### config.mk
export PLATFORM = sky130hd
export DESIGN_NAME = binary_to_grey
export DESIGN_NICKNAME = d
export VERILOG_FILES = /design/src/rtl/binary_to_grey.sv
export SDC_FILE = /design/constraint.sdc
export NUM_CORES = 1
export LEC_CHECK = 0
export ABC_AREA = 1
export CAP_MARGIN = 10
export CELL_PAD_IN_SITES_DETAIL_PLACEMENT = 1
export CELL_PAD_IN_SITES_GLOBAL_PLACEMENT = 1
export CORE_MARGIN = 2
export CORE_UTILIZATION = 30
export DETAILED_ROUTE_END_ITERATION = 8
export PLACE_DENSITY = 0.86
export SLEW_MARGIN = 20
export SYNTH_ARGS = -nofsm -noshare
export SYNTH_HDL_FRONTEND = slang
export SYNTH_SLANG_ARGS = --single-unit
### constraint.sdc
create_clock -name clk -period 1.6 [get_ports clk]
set_clock_uncertainty 0.05 [all_clocks]
set_input_delay 0.24 -clock clk [delete_from_list [all_inputs] [get_ports clk]]
set_output_delay 0.24 -clock clk [all_outputs]
set_load 0.02 [all_outputs]
### src/rtl/binary_to_grey.sv
// Binary-to-Gray converter: combinational path, registered capture stage and Gray-coded counter.
// Optional combinational Gray-to-binary decoder enabled by defining BINARY_TO_GREY_DECODE_EN.
module binary_to_grey #(
    parameter int WIDTH = 4
) (
    input  logic             clk,
    input  logic             rst_n,
    input  logic [WIDTH-1:0] binary_in,
    output logic [WIDTH-1:0] gray_out,
    input  logic             in_valid,
    output logic [WIDTH-1:0] gray_q,
    output logic             out_valid,
    input  logic             cnt_en,
    input  logic             cnt_clr,
`ifdef BINARY_TO_GREY_DECODE_EN
    output logic [WIDTH-1:0] cnt_gray,
    input  logic [WIDTH-1:0] gray_in,
    output logic [WIDTH-1:0] binary_out
`else
    output logic [WIDTH-1:0] cnt_gray
`endif
);

    logic [WIDTH-1:0] bcnt;
    logic [WIDTH-1:0] bcnt_next;
    logic [WIDTH-1:0] cnt_gray_next;

    assign gray_out[WIDTH-1]      = binary_in[WIDTH-1];
    assign cnt_gray_next[WIDTH-1] = bcnt_next[WIDTH-1];

    genvar gi;
    generate
        for (gi = 0; gi < WIDTH - 1; gi = gi + 1) begin : g_gray_bit
            assign gray_out[gi]      = binary_in[gi+1] ^ binary_in[gi];
            assign cnt_gray_next[gi] = bcnt_next[gi+1] ^ bcnt_next[gi];
        end
    endgenerate

    always_ff @(posedge clk or negedge rst_n) begin
        if (!rst_n) begin
            gray_q    <= '0;
            out_valid <= 1'b0;
        end else begin
            if (in_valid) begin
                gray_q <= gray_out;
            end
            out_valid <= in_valid;
        end
    end

    // Clear has priority over enable; the add wraps naturally modulo 2^WIDTH.
    always_comb begin
        bcnt_next = bcnt;
        if (cnt_clr) begin
            bcnt_next = '0;
        end else if (cnt_en) begin
            bcnt_next = bcnt + WIDTH'(1);
        end
    end

    // Gray value is registered from the next binary count so cnt_gray is glitch-free.
    always_ff @(posedge clk or negedge rst_n) begin
        if (!rst_n) begin
            bcnt     <= '0;
            cnt_gray <= '0;
        end else begin
            bcnt     <= bcnt_next;
            cnt_gray <= cnt_gray_next;
        end
    end

`ifdef BINARY_TO_GREY_DECODE_EN
    always_comb begin
        binary_out = '0;
        binary_out[WIDTH-1] = gray_in[WIDTH-1];
        for (int i = WIDTH - 2; i >= 0; i--) begin
            binary_out[i] = binary_out[i+1] ^ gray_in[i];
        end
    end
`endif

endmodule

==> qor.csv, run 1 <==
metric,value,unit
status,"complete, no violations",
"FF+latch count, synth",12,
TritonCTS clock tree,done,
PD cells,958,nW/µm²
Antenna Nets Post-Route,0,
Synth Warn #,0,
CP top delay family,buffers and inverters,
Synth area leaders,"dfrtp_1 55%, mux2_2 8.3%, xor2_1 6.4%",
detail-routed via count per cell,4.21,
CP endpoint kind,primary output,
post-synthesis cell count,51,
"slowest stage delay, CP",0.61,ns
initial antenna violation count,0,
Mapped Area,544,µm²
Overall Power,0.760,mW
Critical Path RT,1.31,ns
vias in the first global route,446,
Hold WS,0.253,ns
die area,2170,µm²
"Worst Path Class, Setup",reg -> out,
Leak,0.397,nW
pin count of the biggest net entering global routing,13,
main combinational cell family by area after synthesis,simple AND/OR/NAND/NOR gates,
I/O Pins,22,
clock tree buffer depth,2,
Hold Fails Final Rpt,0,
max-slew violation count,0,
post-cts resize count,6,
post-synth top area cell,dfrtp_1,
TritonCTS Buffers,3,
Slew HR,65.5,%
RSZ-0062 raised after global routing,no,
WP buf/inv,1,
Syn Area/Cell,10.7,µm²
ant diodes,0,
post-synthesis mux area share,8.28,%
Hold Buf Count CTS,0,
Setup Buffers After CTS,0,
syn nets,61,
Post-Route WL,1140,µm
Tcrit/Tclk final,94.8,%
global-route usage over all layers,14.4,%
CP Max Fanout,2,
Slew @ Worst Pin,0.516,ns
CP arrival,1.23,ns
gpl congestion,0.675,
DRT Pass-1 Iters,2,
Tmin final,1.52,ns
first-pass GRT wire length,1990,µm
H-tree depth,1,
area share of and/or/nand/nor cells after synthesis,16.3,%
Post-Synth XOR/XNOR Area,8.05,%
worst-path cell chain,clkdlybuf4s50_1,
layout cell share with drive strength beyond 1,23.0,%
gr ovfl total,0,
CP startpoint kind,flop,
Post-Synth Adder-Cell Area,2.30,%
setup tns final,0,ns
row cnt,15,
f_max,0.659,GHz
max cap viols,0,
Synth Area in Compound Gates,2.99,%
final setup violating endpoints,0,
Die Wd,46.6,µm
post-synth top area share,55.2,%
Core ar.,1710,µm²
Peak VDD IR,0.752,mV
post-synth cell types,16,
HP Class,in -> async,
post-layout util,46.4,%
CTS Root Cell,clkbuf_4,
dpl hpwl,944,µm
clk slew on worst S/H paths,0.07,ns
WL/cell,11.5,µm
routed vias,417,
layout overhead on the synthesized area,45.7,%
DR DRC count,0,
Starting DRT DRC Count,1,
clk_lat worst skew,0.27,ns
I/O Buffers,21,
"Slowest-stage cell, CP",clkdlybuf4s50_1,
Sink Count,12,
Initial Utilization,31.9,%
sequential fraction of the synthesis area,55.2,%
fin nets,85,
Die Y,46.6,µm
[worst paths after layout]
path	cells after the start	slack, ns	startpoint	to
max in group asynchronous	1	0.90	rst_n	bcnt[2]$_DFF_PN0_
min reg2reg	1	0.46	gray_q[3]$_DFFE_PN0P_	gray_q[3]$_DFFE_PN0P_
max reg2reg	5	0.35	bcnt[0]$_DFF_PN0_	cnt_gray[1]$_DFF_PN0_
min in group clk	1	0.46	gray_q[3]$_DFFE_PN0P_	gray_q[3]$_DFFE_PN0P_
max	1	0.08	gray_q[3]$_DFFE_PN0P_	gray_q[3]
min	1	0.25	rst_n	gray_q[2]$_DFFE_PN0P_
[state kept, by name (all words and copies together), names as in the netlist]
name       count
gray_q         4
bcnt           4
cnt_gray       3
out_valid      1
[per-stage QoR]
stage               worst slack [ns]  cell area [µm²]  instances
floorplan                      0.447              544         51
global placement              -0.273              771         95
detailed placement            -0.294              771         95
CTS                          0.00147              805         99
global route                  0.0254              793         99
finish                        0.0830              793         99
[cell usage in the layout, fill, tap and decap left out, types with 2 or more instances in the layout]
cell / n
xor2_1: 4
dfrtp_1: 12
nand2_1: 9
inv_1: 5
nand3_1: 3
nor2_2: 2
nor2_1: 3
mux2_2: 4
clkdlybuf4s50_1: 16
clkbuf_2: 3
clkbuf_4: 3
[cells by family after synthesis]
family | after synthesis
and+or+nand+nor | 19
DFF | 12
buffers and inverters | 8
xor gates and xnor gates | 5
muxes | 4
AOI/OAI and AO/OA | 2
adders and majority gates | 1
[cells in the mapped netlist]
master	instances
a21oi_1	1
buf_4	2
dfrtp_1	12
ha_1	1
inv_1	5
inv_2	1
mux2_2	4
nand2_1	9
nand2_2	1
nand3_1	3
nand3_2	1
nor2_1	3
nor2_2	2
o21bai_2	1
xnor2_1	1
xor2_1	4
[layout make-up]
cell class / instances / area, µm²
Tap cell: 25 / 31.3
Timing Repair Buffer: 21 / 196
Inverter: 6 / 22.5
Clock buffer: 4 / 36.3
Fill cell: 203 / 915
Sequential cell: 12 / 300
Multi-Input combinational cell: 31 / 206
[routing by layer]
layer	share of wire (%)	GRT usage, %	routed length [µm]	vias up
met5	0	0	0	-
met4	2.2	6.86	25	0
met3	5.8	8.24	66	4
met2	54	22.8	614	10
met1	38	15.3	434	199
li1	-	-	-	204
[power breakdown]
group	switching (mW)	internal, mW
Clock	0.0984	0.138
Combinational	0.0932	0.0871
Sequential	0.0122	0.330
Total	0.204	0.556
No activity file was read; power rests on OpenSTA's default activity.
==> run 2: changes to the inputs <==
--- a/config.mk
+++ b/config.mk
@@ -12,6 +12,7 @@
 export CORE_MARGIN = 2
 export CORE_UTILIZATION = 30
 export DETAILED_ROUTE_END_ITERATION = 8
+export GPL_ROUTABILITY_DRIVEN = 0
 export PLACE_DENSITY = 0.86
 export SLEW_MARGIN = 20
 export SYNTH_ARGS = -nofsm -noshare
==> results of run 2 <==
No change in the layout: final DEF, timing and power equal those of run 1.
